[src/rtl/seg4_scan_ctrl_pkg.sv]
// Shared constants, FSM state type and helpers for the 4-digit LED scan controller.
package seg4_scan_ctrl_pkg;

  localparam int NUM_DIGITS = 4;

  localparam logic [6:0] SEG_DASH  = 7'h40;
  localparam logic [6:0] SEG_BLANK = 7'h00;

  // Active-high g..a patterns; element 0 is the pattern for digit 0
  localparam logic [0:9][6:0] SEG_PAT = {
    7'h3F, 7'h06, 7'h5B, 7'h4F, 7'h66,
    7'h6D, 7'h7D, 7'h07, 7'h7F, 7'h6F
  };

  typedef enum logic [1:0] {
    ST_IDLE,
    ST_CONV,
    ST_COMMIT
  } state_t;

  function automatic logic [6:0] seg_of(input logic [3:0] digit);
    return (digit <= 4'd9) ? SEG_PAT[digit] : SEG_BLANK;
  endfunction

  // One double-dabble step: correct every nibble >= 5, then shift bit_in in at the bottom
  function automatic logic [19:0] dabble_step(input logic [19:0] bcd, input logic bit_in);
    logic [19:0] r;
    r = bcd;
    for (int unsigned n = 0; n < 5; n++) begin
      if (r[4*n +: 4] >= 4'd5) r[4*n +: 4] = r[4*n +: 4] + 4'd3;
    end
    return {r[18:0], bit_in};
  endfunction

endpackage

[src/rtl/seg4_scan_ctrl_if.sv]
// Value/dots handshake between application logic and the scan controller.
interface seg4_scan_ctrl_if;
  logic        in_valid;
  logic        in_ready;
  logic [15:0] value;
  logic [3:0]  dots;
  logic        blank_lz;

  modport master (output in_valid, value, dots, blank_lz, input in_ready);
  modport slave  (input in_valid, value, dots, blank_lz, output in_ready);
endinterface

[src/rtl/seg4_scan_ctrl_bin2bcd_seq.sv]
// Serial 16-bit binary to 20-bit BCD converter; one bit per clock, done on the 16th shift edge.
module bin2bcd_seq
  import seg4_scan_ctrl_pkg::*;
(
  input  logic        clk,
  input  logic        rst_n,
  input  logic        start,
  input  logic [15:0] bin,
  output logic        done,
  output logic [19:0] bcd
);

  logic [15:0] sr;
  logic [3:0]  cnt;
  logic        busy;

  always_ff @(posedge clk) begin
    if (!rst_n) begin
      sr   <= '0;
      bcd  <= '0;
      cnt  <= '0;
      busy <= 1'b0;
    end else if (start) begin
      sr   <= bin;
      bcd  <= '0;
      cnt  <= '0;
      busy <= 1'b1;
    end else if (busy) begin
      bcd <= dabble_step(bcd, sr[15]);
      sr  <= {sr[14:0], 1'b0};
      cnt <= cnt + 4'd1;
      if (cnt == 4'd15) busy <= 1'b0;
    end
  end

  // Combinational so the caller can leave CONV on the same edge as the last shift
  always_comb begin
    done = busy && (cnt == 4'd15);
  end

endmodule

[src/rtl/seg4_scan_ctrl.sv]
// 4-digit multiplexed 7-segment scan controller: accepts a value, converts to BCD,
// and scans the digits with a dead-time gap at the start of every slot.
module seg4_scan_ctrl
  import seg4_scan_ctrl_pkg::*;
#(
  parameter int SLOT_CYCLES  = 16000,
  parameter int BLANK_CYCLES = 800
) (
  input  logic                  CLK,
  input  logic                  RST_N,
  seg4_scan_ctrl_if.slave       bus,
  output logic [7:0]            seg_n,
  output logic [NUM_DIGITS-1:0] dig_en,
  output logic                  ovf
);

  localparam int CW = (SLOT_CYCLES > 1) ? $clog2(SLOT_CYCLES) : 1;
  localparam logic [CW-1:0] SLOT_LAST = CW'(SLOT_CYCLES - 1);
  localparam logic [CW-1:0] BLANK_END = CW'(BLANK_CYCLES);

  state_t state, state_next;
  logic   start, commit, conv_done;

  logic [19:0] bcd;
  logic [3:0]  dots_q;
  logic        blank_lz_q;

  // Patterns are active-high with dp in bit 7 until the output register
  logic [7:0] new_pat [NUM_DIGITS];
  logic       new_ovf;
  logic [7:0] shadow  [NUM_DIGITS];
  logic       shadow_ovf;
  logic [7:0] active  [NUM_DIGITS];

  logic [CW-1:0] slot_cnt;
  logic [1:0]    dig_idx;
  logic          frame_start;
  logic [7:0]    cur_pat;

  // ---------------- handshake / conversion FSM ----------------
  always_ff @(posedge CLK) begin
    if (!RST_N) state <= ST_IDLE;
    else        state <= state_next;
  end

  always_comb begin
    state_next = state;
    start      = 1'b0;
    commit     = 1'b0;
    case (state)
      ST_IDLE: begin
        if (bus.in_valid) begin
          start      = 1'b1;
          state_next = ST_CONV;
        end
      end
      ST_CONV:   if (conv_done) state_next = ST_COMMIT;
      ST_COMMIT: begin
        commit     = 1'b1;
        state_next = ST_IDLE;
      end
      default:   state_next = ST_IDLE;
    endcase
  end

  always_comb begin
    bus.in_ready = (state == ST_IDLE);
  end

  always_ff @(posedge CLK) begin
    if (!RST_N) begin
      dots_q     <= '0;
      blank_lz_q <= 1'b0;
    end else if (start) begin
      dots_q     <= bus.dots;
      blank_lz_q <= bus.blank_lz;
    end
  end

  bin2bcd_seq u_bin2bcd (
    .clk   (CLK),
    .rst_n (RST_N),
    .start (start),
    .bin   (bus.value),
    .done  (conv_done),
    .bcd   (bcd)
  );

  // ---------------- pattern generation and shadow registers ----------------
  always_comb begin : pat_build
    logic [3:0] digit;
    logic       lead;
    digit   = '0;
    new_ovf = (bcd[19:16] != 4'd0);
    lead    = blank_lz_q;
    for (int unsigned i = 0; i < NUM_DIGITS; i++) begin
      digit = bcd[4*(NUM_DIGITS-1-i) +: 4];
      if (digit != 4'd0) lead = 1'b0;
      if (new_ovf)                            new_pat[i] = {1'b0, SEG_DASH};
      else if (lead && (i != NUM_DIGITS - 1)) new_pat[i] = {dots_q[i], SEG_BLANK};
      else                                    new_pat[i] = {dots_q[i], seg_of(digit)};
    end
  end

  always_ff @(posedge CLK) begin
    if (!RST_N) begin
      shadow     <= '{default: '0};
      shadow_ovf <= 1'b0;
    end else if (commit) begin
      shadow     <= new_pat;
      shadow_ovf <= new_ovf;
    end
  end

  // ---------------- scanning ----------------
  always_comb begin
    frame_start = (slot_cnt == '0) && (dig_idx == 2'd0);
    // On the copy edge the output must already use the value being copied
    cur_pat     = frame_start ? shadow[dig_idx] : active[dig_idx];
  end

  always_ff @(posedge CLK) begin
    if (!RST_N) begin
      slot_cnt <= '0;
      dig_idx  <= '0;
      active   <= '{default: '0};
      ovf      <= 1'b0;
      seg_n    <= '1;
      dig_en   <= '0;
    end else begin
      if (slot_cnt == SLOT_LAST) begin
        slot_cnt <= '0;
        dig_idx  <= dig_idx + 2'd1;
      end else begin
        slot_cnt <= slot_cnt + 1'b1;
      end
      if (frame_start) begin
        active <= shadow;
        ovf    <= shadow_ovf;
      end
      if (slot_cnt < BLANK_END) begin
        seg_n  <= '1;
        dig_en <= '0;
      end else begin
        seg_n  <= ~cur_pat;
        dig_en <= 4'b0001 << dig_idx;
      end
    end
  end

endmodule

[src/flat_wrapper.sv]
// flat-port wrapper written by rule: the top's interface ports become plain ports
module seg4_scan_ctrl_flat import seg4_scan_ctrl_pkg::*;
#(
  parameter int SLOT_CYCLES  = 16000,
  parameter int BLANK_CYCLES = 800
)
  (CLK, RST_N, seg_n, dig_en, ovf, bus_in_valid, bus_value, bus_dots, bus_blank_lz, bus_in_ready);
  seg4_scan_ctrl_if bus_i ();
  input  logic CLK;
  input  logic RST_N;
  output logic [7:0] seg_n;
  output logic [NUM_DIGITS-1:0] dig_en;
  output logic ovf;
  input wire logic [$bits(bus_i.in_valid)-1:0] bus_in_valid;
  input wire logic [$bits(bus_i.value)-1:0] bus_value;
  input wire logic [$bits(bus_i.dots)-1:0] bus_dots;
  input wire logic [$bits(bus_i.blank_lz)-1:0] bus_blank_lz;
  output wire logic [$bits(bus_i.in_ready)-1:0] bus_in_ready;
  assign bus_i.in_valid = bus_in_valid;
  assign bus_i.value = bus_value;
  assign bus_i.dots = bus_dots;
  assign bus_i.blank_lz = bus_blank_lz;
  assign bus_in_ready = bus_i.in_ready;
  seg4_scan_ctrl #(.SLOT_CYCLES(SLOT_CYCLES), .BLANK_CYCLES(BLANK_CYCLES)) u_core (.CLK(CLK), .RST_N(RST_N), .bus(bus_i), .seg_n(seg_n), .dig_en(dig_en), .ovf(ovf));
endmodule
[config.mk]
export PLATFORM = sky130hd
export DESIGN_NAME = seg4_scan_ctrl_flat
export DESIGN_NICKNAME = d
export VERILOG_FILES = /design/src/rtl/seg4_scan_ctrl_pkg.sv /design/src/rtl/seg4_scan_ctrl_if.sv /design/src/rtl/seg4_scan_ctrl_bin2bcd_seq.sv /design/src/rtl/seg4_scan_ctrl.sv /design/src/flat_wrapper.sv
export SDC_FILE = /design/constraint.sdc
export NUM_CORES = 1
export LEC_CHECK = 0
export ABC_AREA = 1
export CORE_MARGIN = 4
export CORE_UTILIZATION = 50
export CTS_BUF_LIST = sky130_fd_sc_hd__clkbuf_2 sky130_fd_sc_hd__clkbuf_4 sky130_fd_sc_hd__clkbuf_8
export DETAILED_ROUTE_END_ITERATION = 7
export PLACE_DENSITY = 0.78
export SETUP_SLACK_MARGIN = 0.3
export SYNTH_ARGS = -nofsm -noshare
export SYNTH_HDL_FRONTEND = slang
export SYNTH_SLANG_ARGS = --single-unit
export TNS_END_PERCENT = 5
[constraint.sdc]
create_clock -name CLK -period 5.4 [get_ports CLK]
set_input_delay 1.08 -clock CLK [delete_from_list [all_inputs] [get_ports CLK]]
set_output_delay 1.08 -clock CLK [all_outputs]
set_load 0.02 [all_outputs]
* Yosys cells after proc, flatten, opt, wreduce, memory -nomap -nowiden
Memories as Yosys holds them, arrays and structs flattened. Index checks and enable logic that the tools add are counted.
Cells by class: add/subtract/negate cells 8, magnitude comparators 15, equal/unequal tests 6, shifts and indexed selects 1, mux-type cells 45, bitwise operators 7, reduce and logical (&&, ||, !) cells 14
Operators with widths (count):
- 7-bit 2-to-1 mux | 15
- 8-bit 2-to-1 mux | 9
- 8-bit binary-select mux with 2-bit select | 2
- 16-bit 2-to-1 mux | 2
- 4-bit by 3-bit >= comparator with 1-bit output, second input constant | 5
- 5-bit >= comparator, second input constant | 4
- 4-bit NOT with 5-bit output | 4
- 4-bit by 2-bit adder with 4-bit output, second input constant | 4
- 4-bit less-or-equal comparator, second input constant | 4
- 4-bit 2-to-1 mux | 4
- 4-bit nonzero test | 4
- 14-bit by 1-bit adder with 14-bit output, second input constant | 1
- 14-bit == test, second input constant | 1
- 14-bit logical NOT | 1
- 14-bit by 10-bit less-than comparator with 1-bit output, second input constant | 1
- 1-bit 2-to-1 mux | 9
- 8-bit NOT | 1
- 2-bit OR reduction | 3
- 4-bit by 1-bit adder with 4-bit output, second input constant | 1
- 4-bit == test, second input constant | 1
- 2-bit logical NOT | 2
- 2-bit 2-to-1 mux | 2
- 2-bit one-hot mux with 2 select lines | 1
- 1-bit by 2-bit left shift with 4-bit output, first input constant | 1
- 13 further kinds | 14
Storage, ports and cells: register bits after elaboration 142, memory bits (read-only) 448, input bits 24, output and inout port bits 14, word-level logic and storage cells 121, memories 4
Memory list:
- (name not given) | words 16, bits a word 7, read ports 1, clocked after Yosys merged registers in 0, write ports 0, RTL line seg4_scan_ctrl_pkg.sv:22 | return (digit <= 4'd9) ? SEG_PAT[digit] : SEG_BLANK;
- (name not given) | words 16, bits a word 7, read ports 1, clocked after Yosys merged registers in 0, write ports 0, RTL line seg4_scan_ctrl_pkg.sv:22
- (name not given) | words 16, bits a word 7, read ports 1, clocked after Yosys merged registers in 0, write ports 0, RTL line seg4_scan_ctrl_pkg.sv:22
- (name not given) | words 16, bits a word 7, read ports 1, clocked after Yosys merged registers in 0, write ports 0, RTL line seg4_scan_ctrl_pkg.sv:22

* Longest topological paths before layout
Gate-level depths: netlist of the first run.
depth after elaboration 7, mapped depth 10, mapped depth without buffers 10

* Modules after synthesis
From an unflattened synthesis of the first run, not the netlist that was laid out.
Second synthesis, totals: cells, all modules 989, area, all modules 7118.1 sq um
Modules (own cells, without submodules):
- seg4_scan_ctrl | instances 1, cells an instance 689, area each 4934.7 sq um, sequential area each 2021.9 sq um
- bin2bcd_seq | instances 1, cells an instance 300, area each 2183.3 sq um, sequential area each 820.8 sq um

* Worst setup path after synthesis of the first run
Ideal clock, no wire load.
path kind input to register, start point input RST_N, end point register u_core.slot_cnt[6], arrival 1802 ps, data required time 5322 ps, slack 3521 ps, cell stages on the path 4, path through buf_2 > clkinv_1 > clkbuf_1 > nor3_1
On the way: word-level cells in the longest chain between the ends 2
RTL lines:
- from (decl) | RTL line flat_wrapper.sv:10 | input logic RST_N;
- 1-bit NOT (no line)
- 2-bit OR reduction (no line)
- to (signal assigned) | RTL line seg4_scan_ctrl.sv:135 | slot_cnt <= slot_cnt + 1'b1;
- to (decl) | RTL line seg4_scan_ctrl.sv:35 | logic [CW-1:0] slot_cnt;
Every way passes these cells. A chain may end at the register's enable or synchronous reset.

* Worst setup path after layout of the first run
start point register u_core.dig_idx[0], end point register u_core.active[2] in the netlist's numbering
On the way: word-level cells in the longest chain between the ends 2
RTL lines:
- from (decl) | RTL line seg4_scan_ctrl.sv:36 | logic [1:0] dig_idx;
- from (signal assigned) | RTL line seg4_scan_ctrl.sv:133 | dig_idx <= dig_idx + 2'd1;
- 2-bit logical NOT | RTL line seg4_scan_ctrl.sv:117 | frame_start = (slot_cnt == '0) && (dig_idx == 2'd0);
- 1-bit logical AND | RTL line seg4_scan_ctrl.sv:117
- to (signal assigned) | RTL line seg4_scan_ctrl.sv:138 | active <= shadow;
- to (decl) | RTL line seg4_scan_ctrl.sv:33 | logic [7:0] active [NUM_DIGITS];
Every way passes these cells.

==> results.sh, run 1 <==
export IMPL_grt_overflow=0
export IMPL_cts_buffers=17
export IMPL_p_int_w=0.001693
export IMPL_dr_first_iter_drc_count=406
export IMPL_clock_path_buffers=2
export IMPL_start_util_pct=51.53
export IMPL_crit_buf_inv=2
export IMPL_required_ns=5.78
export IMPL_ys_warn_count=0
export IMPL_crit_chain="clkinv_1 > ha_1 > nand4_1 > nor2_4 > buf_4 > nand3b_1 > nand2_1 > nor2_1"
export IMPL_max_vdd_ir_drop_mv=0.3314
export IMPL_wl_per_cell_um=12.25
export IMPL_syn_avg_cell_area_um2=7.408
export IMPL_grtUsageTotal_pct=18.58
export IMPL_async_reset_ff_share_pct=0
export IMPL_status="complete, no violations"
export IMPL_setup_tns_ns=0
export IMPL_hold_class="reg2reg"
export IMPL_path_class="reg2reg"
export IMPL_synth_area_leader_cell="dfxtp_1"
export IMPL_synth_nets=1022
export IMPL_antenna_cells=0
export IMPL_fin_crit_sh_pct=53.13
export IMPL_cp_arrival_ns=3.25
export IMPL_drt_vias_per_instance=5.114
export IMPL_grt_pass1_vias=5524
export IMPL_grt_pass1_wl_mm=25.19
export IMPL_r2r_start="u_core.dig_idx[0]"
export IMPL_synth_area_leaders="dfxtp_1, nand2_1, nand3_1"
export IMPL_design_area_um2=7900
export IMPL_crit_family="buffers and inverters"
export IMPL_cp_slowest_cell="dfxtp_1"
export IMPL_clock_root_buffer="clkbuf_8"
export IMPL_syn2layout_area_growth_pct=9.599
export IMPL_powerDensity_nw_per_um2=290.7
export IMPL_syn_area_um2=7208
export IMPL_num_vias=6019
export IMPL_p_seq_share_pct=49.8
export IMPL_synthCells=973
export IMPL_drive_above_1_share_pct=9.930
export IMPL_place_hpwl_mm=9.892
export IMPL_grt_max_degree=68
export IMPL_regToRegSetupSlack_ns=2.53
export IMPL_rr_endpoint="u_core.active[2]"
export IMPL_synthTopCellsByCount="nand2_1, dfxtp_1, nor2_1"
export IMPL_cp_max_fo=67
export IMPL_die_y_um=128.1
export IMPL_netlist_cell_type_count=42
export IMPL_coreArea_um2=13990
export IMPL_firstDrtPassIters=5
export IMPL_cts_sinks=142
export IMPL_wirelength_mm=14.42
export IMPL_hold_end="u_core.slot_cnt[0]"
export IMPL_dpl_cell_area_um2=7488
export IMPL_synth_ff_type="dfxtp_1"
export IMPL_comb_power_share_pct=12.3
export IMPL_drc=0
export IMPL_rsz0062_at_grt="no"
export IMPL_hold_depth=1
export IMPL_relSlewSlack_pct=32.82
export IMPL_synth_top_area_share_pct=39.44
export IMPL_ff2ff_path_depth=8
export IMPL_final_net_count=1033
export IMPL_synth_edf_count=0
export IMPL_post_cts_buffers=0
export IMPL_cts_resized=0
export IMPL_finalSetupViolCount=0
export IMPL_tightest_slew_ns=1.005
export IMPL_p_sw_share_pct=26.30
export IMPL_die_width_um=128.1
export IMPL_cpPeakStageDelay_ns=0.76
export IMPL_period_needed_ns=2.869
export IMPL_slew_viol_final=0
export IMPL_synth_seq_cells=142
export IMPL_ant_nets=0
export IMPL_synth_most_common_cell="nand2_1"
export IMPL_maxCapViolations=0
export IMPL_postCtsHoldBufs=0
export IMPL_ys_seq_area_share_pct=39.44
export IMPL_worst_setup_path_end_kind="flip-flop"
export IMPL_clkSlewWorstSetupHoldPaths_ns=0.08
export IMPL_io_pins=38
export IMPL_cp_start_kind="flip-flop"
export IMPL_hold_start="u_core.slot_cnt[0]"
export IMPL_routabilityCongestion=0.8882
export IMPL_hold_violations=0
export IMPL_switchingPower_w=0.0006039
export IMPL_max_freq_ghz=0.3486
export IMPL_portBuffers=37
export IMPL_cellLeakagePower_nw=3.216
export IMPL_fillers=1322
export IMPL_clock_skew_ns=0.006556
export IMPL_h_tree_depth=4
export IMPL_clkLatencyLatePin_ns=0.44
export IMPL_rows=43
export IMPL_tritoncts="yes"
export IMPL_antenna_found_initial=0
export IMPL_die_area_um2=16400
export IMPL_clkPwrFrac_pct=37.9
## power by group through the flow
| stage | clock, W | sequential [W] | combinational [W] |
|---|---|---|---|
| floorplan | 0 | 0.00114 | 0.000262 |
| global placement | 0 | 0.00117 | 0.000275 |
| detailed placement | 0 | 0.00117 | 0.000280 |
| CTS | 0.000892 | 0.00114 | 0.000283 |
| global route | 0.000939 | 0.00115 | 0.000324 |
| finish | 0.000870 | 0.00114 | 0.000282 |
## cells in the final DEF, fill, tap and decap left out, types with 10 or more instances in the layout
cell type / synthesis / final
nand2_1: 230 / 230
dfxtp_1: 142 / 141
nor2_1: 96 / 96
nand3_1: 88 / 88
inv_1: 72 / 72
a21oi_1: 62 / 62
o21ai_0: 40 / 40
nand3b_1: 36 / 36
clkdlybuf4s50_1: 0 / 36
a21oi_2: 30 / 30
ha_1: 25 / 25
clkbuf_8: 0 / 19
mux2i_1: 15 / 15
o21ai_1: 11 / 11
inv_2: 11 / 11
nand4_1: 10 / 10
## flip-flops by register name (all words and copies together) (netlist names)
name	flops
u_core.dig_idx	2
u_core.slot_cnt	14
u_core.state	2
u_core.active	32
u_core.shadow	32
u_core.u_bin2bcd.bcd	20
u_core.u_bin2bcd.busy	1
u_core.seg_n	8
u_core.u_bin2bcd.cnt	4
u_core.blank_lz_q	1
u_core.ovf	1
u_core.u_bin2bcd.sr	16
u_core.shadow_ovf	1
u_core.dig_en	4
u_core.dots_q	4
## routing by layer
metal	up-vias	GRT usage, %	part of all wire (%)
met1	2697	24.07	49
met2	107	30.13	46
met3	24	4.333	3.7
met5	-	0	0
li1	3191	-	-
met4	0	7.054	1.9
## logic make-up after synthesis
logic type	share of synthesized area (%)
adders and majority gates	4.340
buffers and inverters	9.321
xor gates and xnor gates	1.215
AOI/OAI and AO/OA	12.60
DFF	39.44
muxes	2.083
and+or+nand+nor	31.00
## how the worst max path moves through the flow
| stage | start | endpoint | slack, ns | depth (start not counted) |
|---|---|---|---|---|
| 2_1_floorplan | RST_N | u_core.slot_cnt[6] | 3.52 | 4 |
| 3_3_place_gp | bus_in_valid | u_core.u_bin2bcd.bcd[11] | 2.43 | 7 |
| 3_5_place_dp | RST_N | u_core.shadow[30] | 2.42 | 5 |
| 4_1_cts | u_core.dig_idx[0] | u_core.active[2] | 2.55 | 8 |
| 5_1_grt | u_core.dig_idx[0] | u_core.active[2] | 2.28 | 8 |
| 6_report | u_core.dig_idx[0] | u_core.active[2] | 2.53 | 8 |
## stage by stage
stage	std cells	hold WS, ns	total power, W	utilization, %	worst slack (ns)
2_1_floorplan	973	0.4173	0.001406	-	3.521
3_3_place_gp	1145	0.4302	0.001442	53.53	2.432
3_5_place_dp	1145	0.4441	0.001448	53.53	2.415
4_1_cts	1177	0.4589	0.002319	56.48	2.547
5_1_grt	1177	0.4691	0.002415	56.48	2.284
6_report	1177	0.4500	0.002297	56.48	2.531
## area by class of cell
class	instances	area, µm²	area share (%)
inverters	88	330.3	4.181
clock buffers	20	269.0	3.405
repair buffers	41	395.4	5.005
flip-flops and latches	142	2844	36.00
multi-input cells	694	3694	46.75
clock inverters	12	142.6	1.806
well taps	180	225.2	2.851
## worst reg2reg max path: stages (launching register included)
cell	delay (ns)
dfxtp_1	0.76
clkinv_1	0.64
ha_1	0.43
nand4_1	0.15
nor2_4	0.03
buf_4	0.35
nand3b_1	0.25
nand2_1	0.07
nor2_1	0.11
Note: power is estimated with default switching activity, not from simulation.
==> inputs of run 2 (changes only) <==
Clock period 5.4 ns to 2.9 ns, I/O delays scaled along.
==> results.sh, run 2 (synthesized netlist as in run 1, its figures left out) <==
export IMPL_portBuffers=37
export IMPL_cp_max_fo=4
export IMPL_p_int_w=0.002953
export IMPL_ant_nets=0
export IMPL_grt_overflow=0
export IMPL_cts_sinks=142
export IMPL_rsz0062_at_grt="no"
export IMPL_clkPwrFrac_pct=34.3
export IMPL_grt_max_degree=46
export IMPL_max_vdd_ir_drop_mv=0.3142
export IMPL_io_pins=38
export IMPL_cts_resized=0
export IMPL_antenna_found_initial=0
export IMPL_drive_above_1_share_pct=10.56
export IMPL_setup_tns_ns=0
export IMPL_cp_startpoint="u_core.state[0]"
export IMPL_hold_start="u_core.slot_cnt[0]"
export IMPL_required_ns=2.32
export IMPL_tightest_slew_ns=0.7332
export IMPL_clkSlewWorstSetupHoldPaths_ns=0.07
export IMPL_antenna_cells=0
export IMPL_dp_cells=1154
export IMPL_drc=0
export IMPL_fillers=1334
export IMPL_start_util_pct=51.53
export IMPL_ff_latch_area_um2=2844
export IMPL_period_needed_ns=2.248
export IMPL_p_seq_share_pct=51.8
export IMPL_finalSetupViolCount=0
export IMPL_h_tree_depth=4
export IMPL_grt_pass1_vias=5577
export IMPL_rows=43
export IMPL_reg_top3="u_core.active: 32 flops, u_core.shadow: 32 flops, u_core.u_bin2bcd.bcd: 20 flops"
export IMPL_clock_skew_ns=0.008732
export IMPL_cellLeakagePower_nw=3.236
export IMPL_num_vias=6058
export IMPL_layout_common_cells="nand2_1, dfxtp_1, nor2_1, nand3_1, inv_1"
export IMPL_cp_start_kind="flip-flop"
export IMPL_powerDensity_nw_per_um2=513.9
export IMPL_path_class="reg2out"
export IMPL_fin_crit_sh_pct=77.53
export IMPL_relSlewSlack_pct=51.00
export IMPL_syn2layout_area_growth_pct=9.929
export IMPL_slew_viol_final=0
export IMPL_clock_path_buffers=2
export IMPL_post_cts_buffers=0
export IMPL_wirelength_mm=14.53
export IMPL_grtUsageTotal_pct=18.52
export IMPL_p_sw_share_pct=27.48
export IMPL_layout_commonest_cell="nand2_1"
export IMPL_final_cells=1184
export IMPL_tritoncts="yes"
export IMPL_cp_arrival_ns=1.67
export IMPL_wl_per_cell_um=12.27
export IMPL_status="complete, no violations"
export IMPL_hold_class="reg2reg"
export IMPL_dr_first_iter_drc_count=408
export IMPL_final_net_count=1042
export IMPL_routabilityCongestion=0.8541
export IMPL_firstDrtPassIters=7
export IMPL_cts_buffers=17
export IMPL_die_y_um=128.1
export IMPL_r2r_start="u_core.dig_idx[1]"
export IMPL_postCtsHoldBufs=0
export IMPL_place_hpwl_mm=10.14
export IMPL_die_area_um2=16400
export IMPL_grt_pass1_wl_mm=25.25
export IMPL_maxCapViolations=0
export IMPL_coreArea_um2=13990
export IMPL_clock_root_buffer="clkbuf_8"
export IMPL_worst_setup_path_end_kind="primary output"
export IMPL_clkLatencyLatePin_ns=0.45
export IMPL_max_freq_ghz=0.4448
export IMPL_comb_power_share_pct=13.9
export IMPL_switchingPower_w=0.001119
export IMPL_hold_violations=0
export IMPL_multiInputGateArea_um2=3694
export IMPL_drt_vias_per_instance=5.117
export IMPL_die_width_um=128.1
[run 2: changes by cell type in the layout (fill, tap and decap cells not counted)]
cell,change
buf_12,+2
clkbuf_8,+1
bufinv_16,-3
buf_4,+7
clkbuf_4,+3
clkinv_2,-3
[run 2: worst paths after layout]
kind / to / slack, ns / cells after the start
max: bus_in_ready / 0.65 / 2
max reg2reg: u_core.active[16] / 0.78 / 8
min: u_core.slot_cnt[0] / 0.44 / 1
min reg2reg: u_core.slot_cnt[0] / 0.44 / 1
[run 2: worst max-delay path: stages, from the launching register on]
cell	delay (ns)
dfxtp_1	0.36
nor2_1	0.21
clkdlybuf4s50_1	0.65
[run 2: stage by stage]
step           hold WS [ns]  total power, W  area, µm²  utilization (%)  setup slack, ns
2_1_floorplan        0.4173        0.002618       7208                -            1.224
3_3_place_gp         0.4305        0.002709       7581            54.20           0.8126
3_5_place_dp         0.4393        0.002720       7581            54.20           0.7640
4_1_cts              0.4513        0.004104       7924            56.65           0.6227
5_1_grt              0.4692        0.004278       7924            56.65           0.5524
6_report             0.4430        0.004072       7924            56.65           0.6516
[run 2: power groups by stage]
stage	Clock (W)	Combinational [W]	Sequential, W
after CTS	0.00143	0.000569	0.00211
after detailed placement	0	0.000566	0.00215
after global placement	0	0.000556	0.00215
after floorplan	0	0.000488	0.00213
after global routing	0.00151	0.000645	0.00212
final	0.00140	0.000567	0.00211
[run 2: final cells by class]
type / instances / share of cell area [%]
Tap cell: 180 / 2.842
Clock inverter: 6 / 0.4737
Inverter: 88 / 4.169
Sequential cell: 142 / 35.89
Multi-Input combinational cell: 694 / 46.61
Timing Repair Buffer: 50 / 6.158
Clock buffer: 24 / 3.853
[run 2: routing by layer]
metal | vias to the layer above | wire, µm | part of all wire [%] | track usage [%]
li1 | 3203 | - | - | -
met1 | 2706 | 7137 | 49 | 24.19
met2 | 126 | 6495 | 45 | 29.48
met3 | 23 | 648 | 4.5 | 5.500
met4 | 0 | 245 | 1.7 | 5.930
met5 | - | 0 | 0 | 0
